==> src/rtl/resp_sig_pkg.sv <==
// Shared types and helpers for the response-signature collector: FSM states,
// default MISR constants and the word XOR-fold used to compact a response beat.
package resp_sig_pkg;

  typedef enum logic [1:0] {
    IDLE    = 2'd0,
    WARMUP  = 2'd1,
    COLLECT = 2'd2,
    DONE    = 2'd3
  } state_e;

  localparam logic [31:0] SEED_DEFAULT = 32'hFFFF_FFFF;
  localparam logic [31:0] POLY_DEFAULT = 32'h04C1_1DB7;

  // Widest response vector fold32 accepts; callers zero-extend into this width.
  localparam int unsigned FOLD_MAX_W = 512;
  localparam int unsigned FOLD_WORDS = FOLD_MAX_W / 32;

  function automatic logic [31:0] fold32(input logic [FOLD_MAX_W-1:0] data);
    logic [31:0] acc;
    acc = '0;
    for (int unsigned w = 0; w < FOLD_WORDS; w++) begin
      acc = acc ^ data[w*32 +: 32];
    end
    return acc;
  endfunction

endpackage

==> src/rtl/misr32.sv <==
// 32-bit multiple-input signature register: shift with polynomial feedback and
// XOR in one folded data word per enabled cycle; load_seed has priority.
module misr32 #(
  parameter logic [31:0] SEED = 32'hFFFF_FFFF,
  parameter logic [31:0] POLY = 32'h04C1_1DB7
) (
  input  logic        clk,
  input  logic        rst_n,
  input  logic        load_seed_i,
  input  logic        enable_i,
  input  logic [31:0] data_in_i,
  output logic [31:0] sig_o,
  output logic [31:0] sig_next_o
);

  logic [31:0] sig_q;
  logic [31:0] sig_d;
  logic [31:0] step;

  // NOTE: every signal written in always_comb gets a default first so no path
  // leaves it unassigned and no latch is inferred.
  always_comb begin
    step  = {sig_q[30:0], 1'b0} ^ (sig_q[31] ? POLY : 32'h0) ^ data_in_i;
    sig_d = sig_q;
    if (load_seed_i) begin
      sig_d = SEED;
    end else if (enable_i) begin
      sig_d = step;
    end
  end

  // NOTE: state registers use non-blocking assignments so every flop samples
  // pre-edge values regardless of block evaluation order.
  always_ff @(posedge clk) begin
    if (!rst_n) begin
      sig_q <= SEED;
    end else begin
      sig_q <= sig_d;
    end
  end

  assign sig_o      = sig_q;
  assign sig_next_o = step;

endmodule

==> src/rtl/resp_sig_collector.sv <==
// Response-side signature collector: discards SKIP warm-up beats, compacts the
// next num_beats valid beats into a MISR and compares against a golden value.
module resp_sig_collector
  import resp_sig_pkg::*;
#(
  parameter int          DATA_W = 159,
  parameter int          SKIP   = 2,
  parameter logic [31:0] SEED   = SEED_DEFAULT,
  parameter logic [31:0] POLY   = POLY_DEFAULT
) (
  input  logic              clk,
  input  logic              rst_n,
  input  logic              start,
  input  logic [31:0]       num_beats,
  input  logic [31:0]       expected_sig,
  input  logic              resp_valid,
  input  logic [DATA_W-1:0] resp_data,
  output logic              busy,
  output logic              done,
  output logic              pass,
  output logic [31:0]       signature,
  output logic [31:0]       beat_count
);

  localparam logic [31:0] SKIP_LAST = 32'((SKIP > 0) ? SKIP - 1 : 0);
  localparam state_e      ARM_STATE = (SKIP > 0) ? WARMUP : COLLECT;

  state_e      state_q;
  logic [31:0] num_beats_q;
  logic [31:0] expected_q;
  logic [31:0] beat_count_q;
  logic [31:0] skip_cnt_q;
  logic        busy_q;
  logic        done_q;
  logic        pass_q;

  logic                  start_ok;
  logic                  misr_en;
  logic                  last_beat;
  logic [FOLD_MAX_W-1:0] data_ext;
  logic [31:0]           fold_word;
  logic [31:0]           sig_now;
  logic [31:0]           sig_next;

  // start is only honoured while idle or parked in DONE.
  assign start_ok  = start && ((state_q == IDLE) || (state_q == DONE));
  assign misr_en   = (state_q == COLLECT) && resp_valid;
  assign last_beat = (beat_count_q + 32'd1) == num_beats_q;

  always_comb begin
    data_ext               = '0;
    data_ext[DATA_W-1:0]   = resp_data;
    fold_word              = fold32(data_ext);
  end

  misr32 #(
    .SEED (SEED),
    .POLY (POLY)
  ) u_misr (
    .clk         (clk),
    .rst_n       (rst_n),
    .load_seed_i (start_ok),
    .enable_i    (misr_en),
    .data_in_i   (fold_word),
    .sig_o       (sig_now),
    .sig_next_o  (sig_next)
  );

  always_ff @(posedge clk) begin
    if (!rst_n) begin
      state_q      <= IDLE;
      num_beats_q  <= '0;
      expected_q   <= '0;
      beat_count_q <= '0;
      skip_cnt_q   <= '0;
      busy_q       <= 1'b0;
      done_q       <= 1'b0;
      pass_q       <= 1'b0;
    end else begin
      case (state_q)
        IDLE, DONE: begin
          if (start) begin
            num_beats_q  <= num_beats;
            expected_q   <= expected_sig;
            beat_count_q <= '0;
            skip_cnt_q   <= '0;
            if (num_beats == 32'd0) begin
              // Empty run: the signature stays at SEED, so judge it directly.
              state_q <= DONE;
              busy_q  <= 1'b0;
              done_q  <= 1'b1;
              pass_q  <= (SEED == expected_sig);
            end else begin
              state_q <= ARM_STATE;
              busy_q  <= 1'b1;
              done_q  <= 1'b0;
              pass_q  <= 1'b0;
            end
          end
        end

        WARMUP: begin
          if (resp_valid) begin
            skip_cnt_q <= skip_cnt_q + 32'd1;
            if (skip_cnt_q == SKIP_LAST) begin
              state_q <= COLLECT;
            end
          end
        end

        COLLECT: begin
          if (resp_valid) begin
            beat_count_q <= beat_count_q + 32'd1;
            if (last_beat) begin
              // Compare the value the MISR is taking on this same edge.
              state_q <= DONE;
              busy_q  <= 1'b0;
              done_q  <= 1'b1;
              pass_q  <= (sig_next == expected_q);
            end
          end
        end

        default: begin
          state_q <= IDLE;
          busy_q  <= 1'b0;
          done_q  <= 1'b0;
          pass_q  <= 1'b0;
        end
      endcase
    end
  end

  assign busy       = busy_q;
  assign done       = done_q;
  assign pass       = pass_q;
  assign signature  = sig_now;
  assign beat_count = beat_count_q;

endmodule

==> config.mk <==
export PLATFORM = sky130hd
export DESIGN_NAME = resp_sig_collector
export DESIGN_NICKNAME = d
export VERILOG_FILES = /design/src/rtl/resp_sig_pkg.sv /design/src/rtl/misr32.sv /design/src/rtl/resp_sig_collector.sv
export SDC_FILE = /design/constraint.sdc
export NUM_CORES = 1
export LEC_CHECK = 0
export CAP_MARGIN = 30
export CORE_ASPECT_RATIO = 1.75
export CORE_MARGIN = 2
export CORE_UTILIZATION = 48
export DETAILED_ROUTE_END_ITERATION = 6
export PLACE_DENSITY = 0.9
export REMOVE_ABC_BUFFERS = 1
export SLEW_MARGIN = 20
export SYNTH_ARGS = -nofsm -noshare
export SYNTH_HDL_FRONTEND = slang
export SYNTH_SLANG_ARGS = --single-unit
==> constraint.sdc <==
create_clock -name clk -period 4.4 [get_ports clk]
set_clock_uncertainty 0.15 [all_clocks]
set_input_delay 0.88 -clock clk [delete_from_list [all_inputs] [get_ports clk]]
set_output_delay 0.88 -clock clk [all_outputs]
set_load 0.03 [all_outputs]
==> flow_summary.json, run 1 <==
{
  "nets": 1716,
  "hold_viol": 0,
  "drv_slew": 0,
  "whs_path_depth": 2,
  "crit_family": "simple AND/OR/NAND/NOR gates",
  "netlist_area_um2": 9780,
  "multi_input_area_um2": 6120,
  "cpPeakStageDelay_ps": 490,
  "peakVddDrop_uv": 263,
  "crit_path_end_kind": "flip-flop",
  "crit_path_top_delay_cell": "dfxtp_1",
  "dp_slack_ps": 654,
  "dp.cells": 1712,
  "rows": 69,
  "status": "completed",
  "synth_cell_types": 66,
  "vias_per_cell": 5.78,
  "dieArea_um2": 21600,
  "synth-edff-count": 0,
  "dominantRegCellSynth": "dfxtp_1",
  "cts_resized": 0,
  "synthCells": 1230,
  "grt_max_degree": 65,
  "ys_top_cells_by_area": "dfxtp_1, xnor2_1, nand2_1",
  "core_um2": 20100,
  "htree_num_levels": 4,
  "overflow": 0,
  "grt_pass1_wl_um": 50100,
  "postLayoutCoreUtil_pct": 66.8,
  "power_density_nw_per_um2": 428,
  "ioPinCount": 294,
  "synth_top_area_share_pct": 33.8,
  "route.detailed.drc": 0,
  "cts-buffers-inserted": 17,
  "postLayoutCellArea_um2": 13400,
  "rsz0062_at_grt": "false",
  "path_class": "reg2reg",
  "power.total_mw": 5.75,
  "cts_setup_buffers": 0,
  "antenna_left": 0,
  "dr_total_vias": 10078,
  "regToRegSetupSlack_ps": 590,
  "holdWs_ps": 316,
  "setup_viol": 0,
  "drt_wl_total_um": 32600,
  "worstReg2RegStart": "beat_count[0]$_SDFFE_PN0P_",
  "track_usage_pct": 29.3,
  "crit_fanout": 9,
  "wl_per_cell_um": 18.7,
  "antenna_found_initial": 0,
  "nFillCells": 1584,
  "dp_hpwl_um": 25400,
  "ys_seq_elements": 165,
  "cts-root-buf": "clkbuf_16",
  "maxSlewHeadroom_pct": 34.9,
  "worst_hold_path.endpoint": "expected_q[22]$_SDFFE_PN0P_",
  "critPathBufInv": 0,
  "path_cells": "ha_1 > and4_1 > and4_1 > and3_1 > and3_1 > nor3b_1 > a2bb2oi_1 > a31oi_2 > or3_1 > o211a_1",
  "seq_area_frac_synth_pct": 33.8,
  "max-cap-violations": 0,
  "reg2regPathDepth": 10,
  "regArea_um2": 3300,
  "cts.path.max_buffers": 2,
  "power_leakage_nw": 4.78,
  "yosys_warnings": 0,
  "port_buffers": 293,
  "synth_top_area_cell": "dfxtp_1",
  "worst_slew_pin_slew_ps": 975,
  "hold_class": "reg2reg",
  "cts_tree": "built",
  "fin_crit_sh_pct": 86.6,
  "drtIter0Drc": 654,
  "fin_tns_setup_ps": 0,
  "postSynthAreaPerCell_um2": 7.95,
  "synthTopCellsByCount": "xnor2_1, nand2_1, dfxtp_1",
  "path_depth": 10,
  "worst_slack_ps": 588,
  "die_w_um": 112,
  "postPlaceCellArea_um2": 12800,
  "area_growth_pct": 37.4,
  "start_util_pct": 48.6,
  "start_kind": "flip-flop",
  "r2r_end": "pass$_SDFFE_PN0P_",
  "arrival_ps": 3970,
  "dieHeight_um": 193,
  "fin_crit_ps": 3810,
  "cts.clk_slew.worst_paths_ps": 70,
  "max_clock_freq_ghz": 0.262,
  "drt-pass1-iter-count": 5,
  "layout-drive-gt1-share_pct": 4.21,
  "gp_congestion": 1.03,
  "cts_hold_buf": 0,
  "synthArstFlopShare_pct": 0,
  "stdcell_count": 1744,
  "grt_pass1_vias": 9899,
  "holdCritStartpoint": "expected_q[22]$_SDFFE_PN0P_",
  "crit_required_ps": 4560,
  "clock_sinks": 165,
  "synth.most_common_cell": "xnor2_1",
  "clkLatencyLatePin_ps": 430,
  "diodes": 0
}
## per-layer routing
metal	vias to the layer above	wire (um)	global-route usage, %	share of wire, %
met4	0	2010	19.2	6.2
met2	553	17600	56.4	54
met5	-	0	0	0
met1	4641	10500	27.5	32
li1	4760	-	-	-
met3	124	2440	6.31	7.5
## sequential cells by signal, indices dropped and copies added (netlist names)
name and cells:
expected_q 32, done 1, state_q 2, u_misr.sig_o 32, busy 1, beat_count 32
skip_cnt_q 32, pass 1, num_beats_q 32
## where the power goes
group / internal (mW) / leakage [nW] / switching, mW
clock network: 0.870 / 0.297 / 0.661
registers: 1.70 / 1.34 / 0.191
logic: 0.965 / 3.14 / 1.36
total: 3.53 / 4.78 / 2.22
## cell families after synthesis
logic type / after synthesis / synth area share, %
and+or+nand+nor: 471 / 23.2
adders and majority gates: 7 / 0.870
muxes: 5 / 0.524
AOI/OAI and AO/OA: 223 / 14.0
DFF: 165 / 33.8
buffers and inverters: 92 / 3.80
xor gates and xnor gates: 267 / 23.9
## worst max-delay path by stage
| stage | slack, ps | endpoint | startpoint |
|---|---|---|---|
| after floorplan | 360 | skip_cnt_q[10]$_SDFFE_PN0P_ | start |
| after global placement | 740 | skip_cnt_q[29]$_SDFFE_PN0P_ | resp_valid |
| after detailed placement | 650 | skip_cnt_q[29]$_SDFFE_PN0P_ | resp_valid |
| after CTS | 630 | pass$_SDFFE_PN0P_ | beat_count[0]$_SDFFE_PN0P_ |
| after global routing | 350 | pass$_SDFFE_PN0P_ | beat_count[0]$_SDFFE_PN0P_ |
| final | 590 | pass$_SDFFE_PN0P_ | beat_count[0]$_SDFFE_PN0P_ |
## cells in the final DEF, fill, tap and decap left out, types with 3 or more instances in the layout
master / count
clkbuf_16: 17
buf_4: 14
clkdlybuf4s50_1: 293
a21oi_1: 96
inv_1: 18
o22ai_1: 4
and4_1: 11
o211a_1: 3
nor3_1: 23
xnor2_1: 213
inv_6: 4
xor2_1: 54
and2_1: 5
a311oi_1: 6
o211ai_1: 37
nor4_1: 31
nand2_1: 208
o2111ai_1: 3
nor2b_1: 3
nand2b_1: 6
mux2i_1: 4
a2bb2oi_1: 3
inv_8: 3
nand4_1: 37
o21ai_0: 40
a22oi_1: 3
or3_1: 11
ha_1: 6
nor2_1: 71
dfxtp_1: 165
nand3_1: 27
and3_1: 15
a31oi_1: 8
## final cells by class
| type | count | share of cell area (%) |
|---|---|---|
| Multi-Input combinational cell | 973 | 45.5 |
| Timing Repair Buffer | 307 | 22.6 |
| Tap cell | 248 | 2.31 |
| Sequential cell | 165 | 24.6 |
| Clock inverter | 14 | 1.22 |
| Clock buffer | 18 | 3.27 |
| Inverter | 19 | 0.531 |
## worst reg2reg max path, cell delays in order, from the launching register on
cell and delay, ps:
dfxtp_1 490, ha_1 360, and4_1 360, and4_1 450
and3_1 440, and3_1 240, nor3b_1 210, a2bb2oi_1 270
a31oi_2 210, or3_1 380, o211a_1 130
(Power assumes the default switching activity.)
==> run 2: changes to the inputs <==
Settings changed: CTS_CLUSTER_SIZE set to 20.
==> results of run 2 <==
The final DEF is identical to that of run 1; final timing and power are the same.
==> run 3: changes to the inputs <==
Clock period 4.4 ns to 4.21 ns, I/O delays scaled along.
==> flow_summary.json, run 3 (synthesis gave the netlist of run 1 again) <==
{
  "postLayoutCoreUtil_pct": 67.2,
  "postPlaceCellArea_um2": 12900,
  "status": "completed",
  "cts.clk_slew.worst_paths_ps": 70,
  "cts-buffers-inserted": 17,
  "overflow": 0,
  "cts_tree": "built",
  "stdcell_count": 1751,
  "dp_hpwl_um": 25300,
  "final_cell_mix": "clkdlybuf4s50_1, xnor2_1, nand2_1",
  "gp_congestion": 1.04,
  "drt-pass1-iter-count": 6,
  "port_buffers": 293,
  "start_kind": "flip-flop",
  "route.detailed.drc": 0,
  "dieHeight_um": 193,
  "wl_per_cell_um": 18.8,
  "ioPinCount": 294,
  "grt_pass1_vias": 9979,
  "fin_crit_ps": 3840,
  "holdWs_ps": 318,
  "path_class": "reg2reg",
  "arrival_ps": 4010,
  "crit_required_ps": 4380,
  "dieArea_um2": 21600,
  "cts_setup_buffers": 0,
  "cts.path.max_buffers": 2,
  "max-cap-violations": 0,
  "fin_crit_sh_pct": 91.2,
  "dp.cells": 1716,
  "max_clock_freq_ghz": 0.260,
  "power.total_mw": 6.00,
  "track_usage_pct": 29.5,
  "drtIter0Drc": 639,
  "cts_hold_buf": 0,
  "hold_viol": 0,
  "crit_fanout": 9,
  "area_growth_pct": 38.2,
  "crit_start": "beat_count[0]$_SDFFE_PN0P_",
  "drv_slew": 0,
  "power_leakage_nw": 4.81,
  "layout_commonest_cell": "clkdlybuf4s50_1",
  "setup_viol": 0,
  "dp_slack_ps": 470,
  "clock_sinks": 165,
  "cts-root-buf": "clkbuf_16",
  "layout-drive-gt1-share_pct": 4.59,
  "drt_wl_total_um": 32900,
  "power_density_nw_per_um2": 444,
  "start_util_pct": 48.6,
  "antenna_left": 0,
  "grt_pass1_wl_um": 50500,
  "core_um2": 20100,
  "hold_class": "reg2reg",
  "grt_max_degree": 95,
  "antenna_found_initial": 1,
  "die_w_um": 112,
  "maxSlewHeadroom_pct": 32.5,
  "cts_resized": 0,
  "vias_per_cell": 5.79,
  "peakVddDrop_uv": 393,
  "postLayoutCellArea_um2": 13500,
  "nFillCells": 1553,
  "rsz0062_at_grt": "false",
  "nets": 1722,
  "worstReg2RegStart": "beat_count[0]$_SDFFE_PN0P_",
  "rows": 69,
  "dr_total_vias": 10136,
  "holdCritStartpoint": "expected_q[19]$_SDFFE_PN0P_",
  "fin_tns_setup_ps": 0,
  "clkLatencyLatePin_ps": 430,
  "worst_slew_pin_slew_ps": 1000,
  "crit_path_end_kind": "flip-flop",
  "worst_slack_ps": 371,
  "htree_num_levels": 4
}
==> run 3: layout make-up <==
cell class / count / area [um2] / share of cell area, %
Tap cell: 248 / 310 / 2.30
Antenna cell: 1 / 2.50 / 0.0185
Timing Repair Buffer: 313 / 3120 / 23.1
Inverter: 19 / 71.3 / 0.528
Clock inverter: 15 / 163 / 1.20
Clock buffer: 17 / 425 / 3.15
Sequential cell: 165 / 3300 / 24.4
Multi-Input combinational cell: 973 / 6120 / 45.3
==> run 3: worst max-delay path, cell delays in order (launching register included) <==
cell and delay [ps]:
dfxtp_1 500, ha_1 370, nand4_1 280, nor2_1 350
xnor2_1 110, a2111oi_0 690, nand4_1 210, nor4b_2 350
a31oi_2 210, or3_1 380, o211a_1 130
==> run 3: report_power, final <==
part / switching (mW) / internal (mW)
sequential: 0.186 / 1.77
combinational: 1.45 / 1.05
clock: 0.747 / 0.795
==> run 3: metal layers <==
layer	global-route usage, %	up-vias	wire (um)
li1	-	4768	-
met1	27.5	4699	10700
met2	56.8	533	17600
met3	6.88	136	2320
met4	19.1	0	2240
met5	0	-	0
==> run 3: worst paths after layout <==
check	end	slack, ps	depth (start not counted)
hold / removal	expected_q[19]$_SDFFE_PN0P_	320	2
setup reg to reg	pass$_SDFFE_PN0P_	370	10
setup / recovery	pass$_SDFFE_PN0P_	370	10
hold reg to reg	expected_q[19]$_SDFFE_PN0P_	320	2
